$ cat src/rtl/fifo_uart_tx.sv
// UART transmitter that pops bytes from an upstream FIFO with registered read data.
// Frame format is 8N1, LSB first, with one bit held for CLKS_PER_BIT clocks.
module fifo_uart_tx #(
  parameter int unsigned CLKS_PER_BIT = 868
) (
  input  logic        clk,
  input  logic        rst,
  input  logic        enable,
  input  logic        fifo_empty,
  input  logic [7:0]  fifo_data,
  output logic        fifo_rd_en,
  output logic        tx,
  output logic        busy,
  output logic [15:0] frames_sent
);

  typedef enum logic [2:0] {
    StIdle,
    StPop,
    StLatch,
    StStart,
    StData,
    StStop
  } state_e;

  localparam logic [15:0] BaudMax = 16'(CLKS_PER_BIT - 1);

  state_e      state_q;
  logic [7:0]  shift_q;
  logic [2:0]  bit_idx_q;
  logic [15:0] baud_q;
  logic        tx_q;
  logic        rd_en_q;
  logic [15:0] frames_q;
  logic        baud_done;

  assign baud_done = (baud_q == BaudMax);

  always_ff @(posedge clk) begin
    if (rst) begin
      state_q   <= StIdle;
      shift_q   <= 8'h00;
      bit_idx_q <= 3'd0;
      baud_q    <= 16'd0;
      tx_q      <= 1'b1;
      rd_en_q   <= 1'b0;
      frames_q  <= 16'd0;
    end else begin
      rd_en_q <= 1'b0;
      unique case (state_q)
        StIdle: begin
          tx_q      <= 1'b1;
          baud_q    <= 16'd0;
          bit_idx_q <= 3'd0;
          if (enable && !fifo_empty) begin
            state_q <= StPop;
            rd_en_q <= 1'b1;
          end
        end
        StPop: begin
          state_q <= StLatch;
        end
        // FIFO read data is valid now, one cycle after the pop.
        StLatch: begin
          shift_q <= fifo_data;
          tx_q    <= 1'b0;
          baud_q  <= 16'd0;
          state_q <= StStart;
        end
        StStart: begin
          if (baud_done) begin
            baud_q  <= 16'd0;
            tx_q    <= shift_q[0];
            state_q <= StData;
          end else begin
            baud_q <= baud_q + 16'd1;
          end
        end
        StData: begin
          if (baud_done) begin
            baud_q <= 16'd0;
            if (bit_idx_q == 3'd7) begin
              tx_q    <= 1'b1;
              state_q <= StStop;
            end else begin
              bit_idx_q <= bit_idx_q + 3'd1;
              shift_q   <= {1'b0, shift_q[7:1]};
              tx_q      <= shift_q[1];
            end
          end else begin
            baud_q <= baud_q + 16'd1;
          end
        end
        StStop: begin
          if (baud_done) begin
            baud_q   <= 16'd0;
            frames_q <= frames_q + 16'd1;
            state_q  <= StIdle;
          end else begin
            baud_q <= baud_q + 16'd1;
          end
        end
        default: begin
          state_q <= StIdle;
        end
      endcase
    end
  end

  assign fifo_rd_en  = rd_en_q;
  assign tx          = tx_q;
  assign busy        = (state_q != StIdle);
  assign frames_sent = frames_q;

endmodule
$ cat config.mk
export PLATFORM = sky130hd
export DESIGN_NAME = fifo_uart_tx
export DESIGN_NICKNAME = d
export VERILOG_FILES = /design/src/rtl/fifo_uart_tx.sv
export SDC_FILE = /design/constraint.sdc
export NUM_CORES = 1
export LEC_CHECK = 0
export CAP_MARGIN = 40
export CORE_ASPECT_RATIO = 0.7
export CORE_UTILIZATION = 50
export CTS_BUF_LIST = sky130_fd_sc_hd__clkbuf_8
export CTS_CLUSTER_SIZE = 40
export DETAILED_ROUTE_END_ITERATION = 10
export PLACE_DENSITY_LB_ADDON = 0.15
export SYNTH_ARGS = -nofsm -noshare
export SYNTH_HDL_FRONTEND = slang
export SYNTH_SLANG_ARGS = --single-unit
$ cat constraint.sdc
create_clock -name clk -period 2.5 [get_ports clk]
set_input_delay 0.25 -clock clk [delete_from_list [all_inputs] [get_ports clk]]
set_output_delay 0.25 -clock clk [all_outputs]
set_load 0.01 [all_outputs]
==> Yosys cells after proc, flatten, opt, wreduce, memory -nomap -nowiden <==
Cells that the tools add are included.
{ "totals": {"elab_cells": 59, "register_bits": 48} }
{ "classes": {"mux": 19, "eq_ne": 13, "n_reduce_logical": 16, "bitwise": 1, "n_addsub": 3} }
{ "op_table": {"columns": ["operator", "n"], "rows": [
  ["$add 16x1->16 const B", 2],
  ["$pmux 16 s2", 1],
  ["$mux 3", 7],
  ["$pmux 3 s6", 1],
  ["$eq 16x10->1 const B", 1],
  ["$mux 16", 1],
  ["$mux 8", 2],
  ["$pmux 8 s2", 1],
  ["$ne 2x2->1 const B", 6],
  ["$eq 3x3->1 const B", 3],
  ["$reduce_and 3->1", 3],
  ["$eq 3x2->1 const B", 2],
  ["$pmux 3 s2", 1],
  ["$reduce_bool 2->1", 3],
  ["$reduce_and 5->1", 1],
  ["$mux 1", 4],
  ["$pmux 1 s4", 1],
  ["$reduce_bool 4->1", 1],
  ["$reduce_or 2->1", 2],
  ["$add 3x1->3 const B", 1],
  ["$eq 3x1->1 const B", 1],
  ["$logic_not 3->1", 1],
  ["$reduce_bool 3->1", 1],
  ["$reduce_or 3->1", 1],
  ["4 further kinds", 4]
]} }

==> Longest topological paths before layout <==
{ "depth": {"word_depth": 4, "depth_mapped": 8} }

==> Worst setup path after synthesis <==
OpenSTA, ideal clock, no wires.
{ "synth_timing": {"kind": "register to register", "from": "register baud_q[0]", "to": "register frames_q[15] (netlist: frames_sent[15])", "t_required_ns": 2.429, "setup_ns": 0.071, "slack_ns": -0.141, "arrival_time_ns": 2.570, "synth_period_minus_slack_ns": 2.641, "path_buffers": 0, "path_stages_with_launch": 7, "cell_sequence": "dfxtp_1 ha_1 or4b_4 or4_4 or3_1 or4_1 a21oi_1"} }
{ "synth_between": {"elab_chain_len": 2} }
{ "synth_lines": {"columns": ["element", "line_no", "rtl"], "rows": [
  ["start, declared", "31", "logic [15:0] baud_q;"],
  ["start signal, assigned", "76", "baud_q <= baud_q + 16'd1;"],
  ["start signal, assigned", "91", "baud_q <= baud_q + 16'd1;"],
  ["start signal, assigned", "100", "baud_q <= baud_q + 16'd1;"],
  ["$eq 16x10->1", "37", "assign baud_done = (baud_q == BaudMax);"],
  ["$reduce_and 2->1 (no line)", null, null],
  ["end signal, assigned", "97", "frames_q <= frames_q + 16'd1;"],
  ["end, declared", "34", "logic [15:0] frames_q;"]
]} }
No other way between the ends.
A chain may end at the register's enable or synchronous reset.

==> Final worst setup path <==
{ "layout_timing": {"from": "register baud_q[1]", "to": "register frames_q[15] (netlist: frames_sent[15])"} }
Same word-level chain as after synthesis.

==> qor.txt <==
Power Density -> 475 nW/um^2
Reg2Reg Setup Slack -> 50 ps
Period utilization -> 0.978
Post-Synth Adder-Cell Area -> 0.0206
DP Area -> 2970 sq um
CP arrival -> 2690 ps
Fin area -> 3090 sq um
HP Class -> reg -> reg
# rows -> 20
Initial antenna violation count -> 0
WP data required -> 2740 ps
Number of flops mapped to enable cells by yosys -> 0
VDD IR-drop max -> 0.000333 V
Internal power -> 1.10 mW
Sw frac -> 0.252
Register share of total power -> 0.550
Critical path class -> reg -> reg
Top cell type by total area after synthesis -> dfxtp_1
Number of CTS-inserted buffers -> 5
RSZ-0062 raised after global routing -> no
Outcome -> finished clean
Via-to-Cell Ratio -> 5.90
Syn nets -> 319
Die Wd -> 85.3 um
CP Depth -> 6
CP Cell Sequence -> ha_4 > or4b_4 > or4_4 > or3_4 > or4_1 > a21oi_1
Crit path buffers/inverters -> 0
Clk root buf -> clkbuf_8
Mean Syn Cell Area -> 8.02 sq um
Layout fillers -> 384
Min Hold Slack -> 471 ps
Share of layout cells above drive strength 1 -> 0.138
Final hold vios -> 0
Area fraction in compound gates after synthesis -> 0.183
Largest net degree at the start of global routing -> 23
Async SR Flop Fraction -> 0
Drt wl/cell -> 14.6 um
Final ANT Viol Nets -> 0
Crit path to -> frames_sent[15]$_SDFFE_PP0P_
First-pass GRT wire length -> 9890 um
Relative slew slack -> 0.646
Max stage delay cell, worst path -> or4_1
Sink Count -> 48
Worst R2R Start -> baud_q[1]$_SDFFE_PP0P_
# Max-Cap Violations -> 0
Synth area leaders -> dfxtp_1, nor2_1, xnor2_1
GP Congestion -> 0.896
Logic gate share of total power -> 0.111
Ys Warns -> 0
Static leakage -> 1.07 nW
Post-DP HPWL -> 4100 um
Die Ht -> 60.3 um
Crit path max-delay family -> simple AND/OR/NAND/NOR gates
Clock Path Buffers -> 2
Antenna diodes -> 0
XOR/XNOR share of the synthesized area -> 0.0577
Post-synth cell types -> 41
Drt initial violations -> 133
GRT Resource Usage Total -> 0.245
CTS Hold Bufs -> 0
Largest stage delay, worst path -> 480 ps
Mapped Area -> 2430 sq um
Initial core utilization -> 0.539
NetSw -> 370 uW
Tightest Pin Transition -> 529 ps
Area delta synth->final -> 27.2%
Clock period minus worst slack -> 2450 ps
Crit path launch -> baud_q[1]$_SDFFE_PP0P_
Core area -> 4500 sq um
Clk_skew -> 10.8 ps
Total congestion overflow -> 0
Yosys reg bits -> 48
Nets -> 369
Num ports -> 31
DRT Pass-1 Iters -> 5
Die area -> 5150 sq um
Worst-Skew Late Latency -> 310 ps
Worst R2R Path Depth -> 6
Largest family of logic cells by synthesized area -> simple AND/OR/NAND/NOR gates
Post-synthesis simple-gate area fraction -> 0.301
CP Launch Type -> flip-flop
Via count -> 2415
# DRC -> 0
Crit Reg-Reg Endpoint -> frames_sent[15]$_SDFFE_PP0P_
Crit. End Element -> flip-flop
Power share of the clock group -> 0.339
Reg clk slew, reported paths -> 100 ps
Vias in the first global route -> 2113
Total Wirelength -> 5980 um
Port bufs -> 30
CP Max Fanout -> 2
Setup-failing EPs final -> 0
Seq/Total Area, Yosys -> 0.395
Mux share of post-synthesis cell area -> 0
Setup TNS Final -> 0 ps
Mapped Cells -> 303
CTS tree -> done
Post-synth top area share -> 0.395
Max-slew violation count -> 0
Fmax -> 409 MHz
Top FF cell, synth -> dfxtp_1
H-tree levels -> 2
==> per-stage QoR <==
| stage | std cells | setup slack [ps] | total power, mW | utilization |
|---|---|---|---|---|
| 4_1_cts | 408 | 9.07 | 1.48 | 0.681 |
| 6_report | 409 | 54.9 | 1.47 | 0.686 |
| 3_3_place_gp | 400 | 66.8 | 0.983 | 0.659 |
| 5_1_grt | 409 | 20.1 | 1.53 | 0.686 |
| 3_5_place_dp | 400 | 35.9 | 0.986 | 0.659 |
| 2_1_floorplan | 303 | 26.2 | 0.929 | - |
==> how the worst min path moves through the flow <==
stage,from,to,slack (ps),depth (start not counted)
after floorplan,enable,fifo_rd_en$_SDFF_PP0_,410,2
after global placement,bit_idx_q[1]$_SDFFE_PP0P_,bit_idx_q[1]$_SDFFE_PP0P_,440,2
after detailed placement,bit_idx_q[1]$_SDFFE_PP0P_,bit_idx_q[1]$_SDFFE_PP0P_,460,2
after CTS,bit_idx_q[1]$_SDFFE_PP0P_,bit_idx_q[1]$_SDFFE_PP0P_,480,2
after global routing,bit_idx_q[0]$_SDFFE_PP0P_,bit_idx_q[0]$_SDFFE_PP0P_,510,2
final,bit_idx_q[1]$_SDFFE_PP0P_,bit_idx_q[1]$_SDFFE_PP0P_,470,2
==> tightest hold or removal path: cells and delay by family, from the launching register on <==
kind	cells	cell delay (ps)
AND/OR/NAND/NOR	1	50
flip-flops	1	320
AO/OA/AOI/OAI	1	60
==> layout make-up <==
class | instances | area [sq um] | share of cell area
well taps | 55 | 68.8 | 0.0223
clock buffers | 6 | 82.6 | 0.0267
inverters | 9 | 33.8 | 0.0109
flip-flops and latches | 48 | 966 | 0.313
clock inverters | 2 | 13.8 | 0.00445
repair buffers | 61 | 533 | 0.172
multi-input cells | 228 | 1390 | 0.451
==> repair_timing <==
item | in CTS | in global routing
resized for setup | 0 | 4
pin swaps | 1 | 2
setup endpoints to repair | 1 | 13
buffers inserted | 0 | 1
==> power by group through the flow <==
stage / Clock, mW / Sequential, mW / Combinational [mW]
detailed placement: 0 / 0.825 / 0.161
floorplan: 0 / 0.823 / 0.107
CTS: 0.506 / 0.808 / 0.162
global placement: 0 / 0.825 / 0.158
global route: 0.540 / 0.810 / 0.180
finish: 0.498 / 0.807 / 0.163
==> synthesized netlist by cell type, drive strengths merged, types with 2 or more instances <==
| master | count |
|---|---|
| a211oi | 2 |
| a21oi | 13 |
| a221oi | 7 |
| a22o | 8 |
| a31oi | 10 |
| and3 | 2 |
| and4 | 2 |
| buf | 2 |
| clkbuf | 16 |
| dfxtp | 48 |
| ha | 4 |
| inv | 9 |
| nand2 | 26 |
| nand2b | 5 |
| nand3 | 16 |
| nand4 | 6 |
| nor2 | 37 |
| nor2b | 5 |
| nor3 | 12 |
| nor4 | 12 |
| nor4b | 3 |
| o21ai | 11 |
| o21bai | 2 |
| o22ai | 3 |
| o31a | 2 |
| o31ai | 2 |
| or3 | 6 |
| or4 | 7 |
| xnor2 | 14 |
| xor2 | 2 |
==> per-layer routing <==
metal / vias up / routed length (um) / global-route usage
li1: 1217 / - / -
met1: 1117 / 3060 / 0.359
met2: 74 / 2530 / 0.373
met3: 7 / 333 / 0.0456
met4: 0 / 50 / 0.0690
met5: - / 0 / 0
==> logic make-up after synthesis <==
family	Yosys count
AO/OA/AOI/OAI	66
XOR/XNOR	16
adder cells (fa/ha/maj)	4
buffers and inverters	27
flip-flops	48
AND/OR/NAND/NOR	142
==> layout by cell type, fill, tap and decap left out, types with 3 or more instances in the layout <==
master / instances
dfxtp_1: 46
clkbuf_8: 6
nor3_1: 12
nand2b_1: 5
or4_1: 5
a22o_1: 8
ha_1: 3
a221oi_1: 7
nand2_1: 26
a31oi_1: 10
inv_1: 9
a21oi_1: 13
nor4_1: 12
o22ai_1: 3
nand4_1: 6
o21ai_0: 11
nor2b_1: 5
nor4b_1: 3
clkdlybuf4s50_1: 30
nand3_1: 16
nor2_1: 37
buf_4: 31
xnor2_1: 14
or3_1: 4
==> registers in the layout, summed over array words and instances (netlist names) <==
signal	count
baud_q	16
frames_sent	16
shift_q	8
bit_idx_q	3
state_q	3
fifo_rd_en	1
tx	1
(Power assumes the default switching activity.)
==> RTL edit 1, RTL diff (same flow settings) <==
Register the output `tx` once more; this adds one clock of latency there. The other outputs are not delayed to match.
--- a/src/rtl/fifo_uart_tx.sv
+++ b/src/rtl/fifo_uart_tx.sv
@@ -108,7 +108,9 @@
   end
 
   assign fifo_rd_en  = rd_en_q;
-  assign tx          = tx_q;
+  always_ff @(posedge clk) begin
+    tx <= tx_q;
+  end
   assign busy        = (state_q != StIdle);
   assign frames_sent = frames_q;
 
Formal check against the unedited RTL: not equivalent (Yosys sat finds a counterexample within 4 cycles, from zero or initial values and one cycle with rst high).
==> RTL edit 1 against the unedited design <==
  * Worst setup slack improved by 0.029 ns
  * Area after synthesis increased by 0.82%
  * Sequential cell count increased by 1
  * Cell area increased by 0.89%
  * Critical endpoint unchanged
  * Total power increased by 7.3%
  * Routed wire length increased by 2.0%
  * Via count increased by 1.0%
  * Sequential share of layout area increased by 0.29 points
  * Critical path type unchanged
  * Clock power increased by 18%
  * Global-route usage decreased by 0.064 points
==> RTL edit 1: results (changes against the unedited design) <==
yosys warns=0 (unchanged); total CTS buffers=5 (unchanged); initial antenna violation count=0 (unchanged); Tightest Hold Check Type=reg2reg; Worst path top cell family by delay=simple AND/OR/NAND/NOR gates; vias in the first global route=2,104 (-0.43%); Vias/cell=5.84 (-1.1%); worst reg2reg path depth=6 (unchanged); Post-synth ARST share=0 (unchanged); placed cell areas=2990 µm² (+0.63%); pin count of the biggest net entering global routing=22 (-4.3%); critical path fanouts, max=2 (unchanged); # Post-CTS Setup Buffers=0 (unchanged); Worst R2R Setup Slack=0.08 ns (+0.03 ns); post-synth net total=320 (+0.31%); post-detail-place hpwl=4300 µm (+5.0%); # port buffers=30 (unchanged); fraction of layout cells with a size suffix above 1=0.128 (-0.0106); top post-synthesis cells by area=dfxtp_1, nor2_1, xnor2_1; worst skew pair latency=0.30 ns; diodes inserted=0 (unchanged); Post-Syn Instances=304 (+0.33%); Unique masters post-synth=41 (unchanged); CP max stage delay=0.46 ns (-0.02 ns); grt met3 use=0.0544 (+0.00884); Crit-path slowest cell=or4_1; first-pass GRT wire length=9980 µm (+0.98%); slew margin rel.=0.652 (+0.00576); most frequent cells after synthesis=dfxtp_1, nor2_1, nand2_1, clkbuf_1, nand3_1; GR Util met1=0.349 (-0.00964); Arr. time, crit path=2.66 ns (-0.03 ns); Seq/Total Area, Yosys=0.400 (+0.00494); outcome=finished, final reports clean; vias=2,440 (+1.0%); Leak=1.07 nW (+0.36%); Longest Clk Path Bufs=2 (unchanged); GPL Wtd Cong=0.928 (+3.6%); Routed WL per cell=14.6 µm (-0.17%); critical path endpoint=frames_sent[15]; Clock Tree Root=clkbuf_8; NumNets Final=367 (-0.54%); Detailed Routing Iterations Pass 1=5 (unchanged); Clock transition at path regs=0.09 ns; CP startpoint=baud_q[1]; Slew Limit Fails=0 (unchanged); clk_skew=0.00659 ns (-0.00417 ns); H-Tree Level Count=2 (unchanged); met2 Use GR=0.379 (+0.00616); hold wc startpoint=tx_q; # fillers=393 (+2.3%); Max IR drop VDD=0.000288 V (-14%); gr usage total=0.245 (-0.000640); Iter 0 DRT Violations=185 (+39%); dpl cells=410 (+2.5%)
## RTL edit 1: where the power goes
group,internal (W),switching [W],total (W)
combinational,0.0000809,0.0000773,0.000158
clock,0.000323,0.000267,0.000590
sequential,0.000806,0.0000216,0.000828
## RTL edit 1: cells by family after synthesis
| logic type | synth area share |
|---|---|
| buffers and inverters | 0.0419 |
| and+or+nand+nor | 0.298 |
| DFF | 0.400 |
| AOI/OAI and AO/OA | 0.182 |
| xor gates and xnor gates | 0.0572 |
| adders and majority gates | 0.0204 |
## RTL edit 1: area by class of cell
class | count | area share
multi-input combinational | 228 | 0.446
tap | 66 | 0.0265
timing repair buffer | 58 | 0.164
clock inverter | 2 | 0.0108
sequential | 49 | 0.315
inverter | 9 | 0.0108
clock buffer | 6 | 0.0265
## RTL edit 1: worst register-to-register path: stages (launching register included)
cell and delay [ns]:
dfxtp_2 0.36, ha_4 0.13, or4b_4 0.45, or4_4 0.43, or3_4 0.40, or4_1 0.46
a21oi_1 0.12
## RTL edit 1: per-stage QoR
step | hold WS, ns | util | worst slack [ns] | power, W
floorplan | 0.332 | - | 0.0262 | 0.000947
global placement | 0.352 | 0.660 | 0.0726 | 0.000998
detailed placement | 0.347 | 0.660 | 0.0497 | 0.00100
CTS | 0.362 | 0.686 | 0.0163 | 0.00158
global route | 0.378 | 0.688 | 0.0107 | 0.00163
finish | 0.365 | 0.688 | 0.0843 | 0.00158
## RTL edit 1: worst min-delay path by stage
stage | slack (ns) | to | depth (start not counted)
after floorplan | 0.33 | tx | 0
after global placement | 0.35 | tx | 0
after detailed placement | 0.35 | tx | 0
after CTS | 0.36 | tx | 0
after global routing | 0.38 | tx | 0
final | 0.37 | tx | 0
## RTL edit 1: layer usage
layer / vias to the layer above / routed length (µm)
met3: 9 / 470
met5: - / 0
met2: 106 / 2620
met1: 1120 / 2940
li1: 1205 / -
met4: 0 / 65
## RTL edit 1: timing repair
action / CTS / global route
resized for setup: 0 / 3
hold buffers: 0 / 0
setup endpoints to repair: 0 / 9
==> RTL edit 2, RTL diff (same flow settings) <==
Without the edit above. Change the parameter `CLKS_PER_BIT` from 868 to 434.
--- a/src/rtl/fifo_uart_tx.sv
+++ b/src/rtl/fifo_uart_tx.sv
@@ -1,7 +1,7 @@
 // UART transmitter that pops bytes from an upstream FIFO with registered read data.
 // Frame format is 8N1, LSB first, with one bit held for CLKS_PER_BIT clocks.
 module fifo_uart_tx #(
-  parameter int unsigned CLKS_PER_BIT = 868
+  parameter int unsigned CLKS_PER_BIT = 434
 ) (
   input  logic        clk,
   input  logic        rst,
Formal check against the unedited RTL: same outputs for any inputs over 10 cycles, from zero or initial values and one cycle with rst high; that may be too few to reach the edited logic, so the function may still have changed.
==> RTL edit 2 against the unedited design <==
  * Critical path type unchanged
  * Highest routed layer unchanged
  * Total power grew 0.50%
  * Via count grew 9.4%
  * Utilization shrank 8.2 points
  * Critical endpoint unchanged
  * Sequential cell count is the same
  * Cell area grew 3.2%
  * Worst setup slack gained 0.34 ns
  * Largest cell class unchanged
  * Area after synthesis grew 13%
  * Routed wire length grew 9.0%
==> RTL edit 2: results (changes against the unedited design) <==
# fillers=516 (+34%); outcome=finished, final reports clean; Seq/Total Area, Yosys=0.348 (-0.0470); Iter 0 DRT Violations=191 (+44%); placed cell areas=3090 µm² (+4.2%); CP max stage delay=0.54 ns (+0.06 ns); first-pass GRT wire length=11,200 µm (+13%); GR Util met1=0.344 (-0.0150); Post-Syn Instances=337 (+11%); NumNets Final=370 (+0.27%); hold wc startpoint=bit_idx_q[2]; CP startpoint=baud_q[4]; pin count of the biggest net entering global routing=48 (+110%); dpl cells=418 (+4.5%); post-detail-place hpwl=4550 µm (+11%); most frequent cells after synthesis=dfxtp_1, a21oi_1, clkbuf_1, nand2_1, nand3_1; gr usage total=0.236 (-0.00937); critical path fanouts, max=12 (+10); clk_skew=0.0107 ns (-0.0000717 ns); post-synth net total=354 (+11%); Crit-path slowest cell=dfxtp_1; Detailed Routing Iterations Pass 1=4 (-1); top post-synthesis cells by area=dfxtp_1, a21oi_1, a31oi_1; R2R Path Start=baud_q[4]; pre-CTS setup slack=0.422 ns (+0.386 ns); Max IR drop VDD=0.000348 V (+4.4%); slew margin rel.=0.581 (-0.0654); met2 Use GR=0.353 (-0.0201)
==> RTL edit 2: changes by cell type in the layout (fill, tap and decap cells not counted), moves of 8 or more <==
| cell | before | now |
|---|---|---|
| xnor2_1 | 14 | 0 |
| nor3_1 | 12 | 3 |
| nor2_1 | 37 | 16 |
| nor4_1 | 12 | 4 |
| buf_4 | 31 | 8 |
| a21oi_1 | 13 | 23 |
==> RTL edit 2: layer usage <==
layer	share of wire	routed length, µm	up-vias
met2	0.44	2870	69
met5	0	0	-
met3	0.050	323	8
met4	0.0074	48	0
met1	0.50	3280	1244
li1	-	-	1320
==> RTL edit 2: worst paths after layout <==
kind,end,slack (ns),depth (start not counted)
setup / recovery,frames_sent[15],0.40,5
hold / removal,bit_idx_q[2],0.50,2
setup reg to reg,frames_sent[15],0.40,5
hold reg to reg,bit_idx_q[2],0.50,2
==> RTL edit 2: where the power goes <==
group          switching (W)  total, W  internal [W]
combinational      0.0000819  0.000158     0.0000761
clock               0.000263  0.000510      0.000247
sequential         0.0000255  0.000808      0.000782
==> RTL edit 2: logic make-up (layout without fill, tap and decap cells) <==
kind of cell | after synthesis | in the layout | synth area share
compound gates | 85 | 85 | 0.196
xor+xnor | 1 | 1 | 0.00318
fa+ha+maj | 5 | 5 | 0.0227
buf+inv | 40 | 56 | 0.0622
flops | 48 | 48 | 0.348
mux | 9 | 9 | 0.0336
simple gates | 149 | 149 | 0.334
==> RTL edit 2: tightest hold or removal path: stages, from the launching register on <==
cell and delay, ns:
dfxtp_1 0.33, nand2_1 0.06, a31oi_1 0.06
==> RTL edit 2: area by class of cell <==
type                    instances  area [µm²]  share of cell area
well taps                      72        90.1              0.0282
repair buffers                 39         380               0.119
clock buffers                   7        96.3              0.0302
flip-flops and latches         48         961               0.301
multi-input cells             249        1630               0.509
inverters                      10        37.5              0.0118
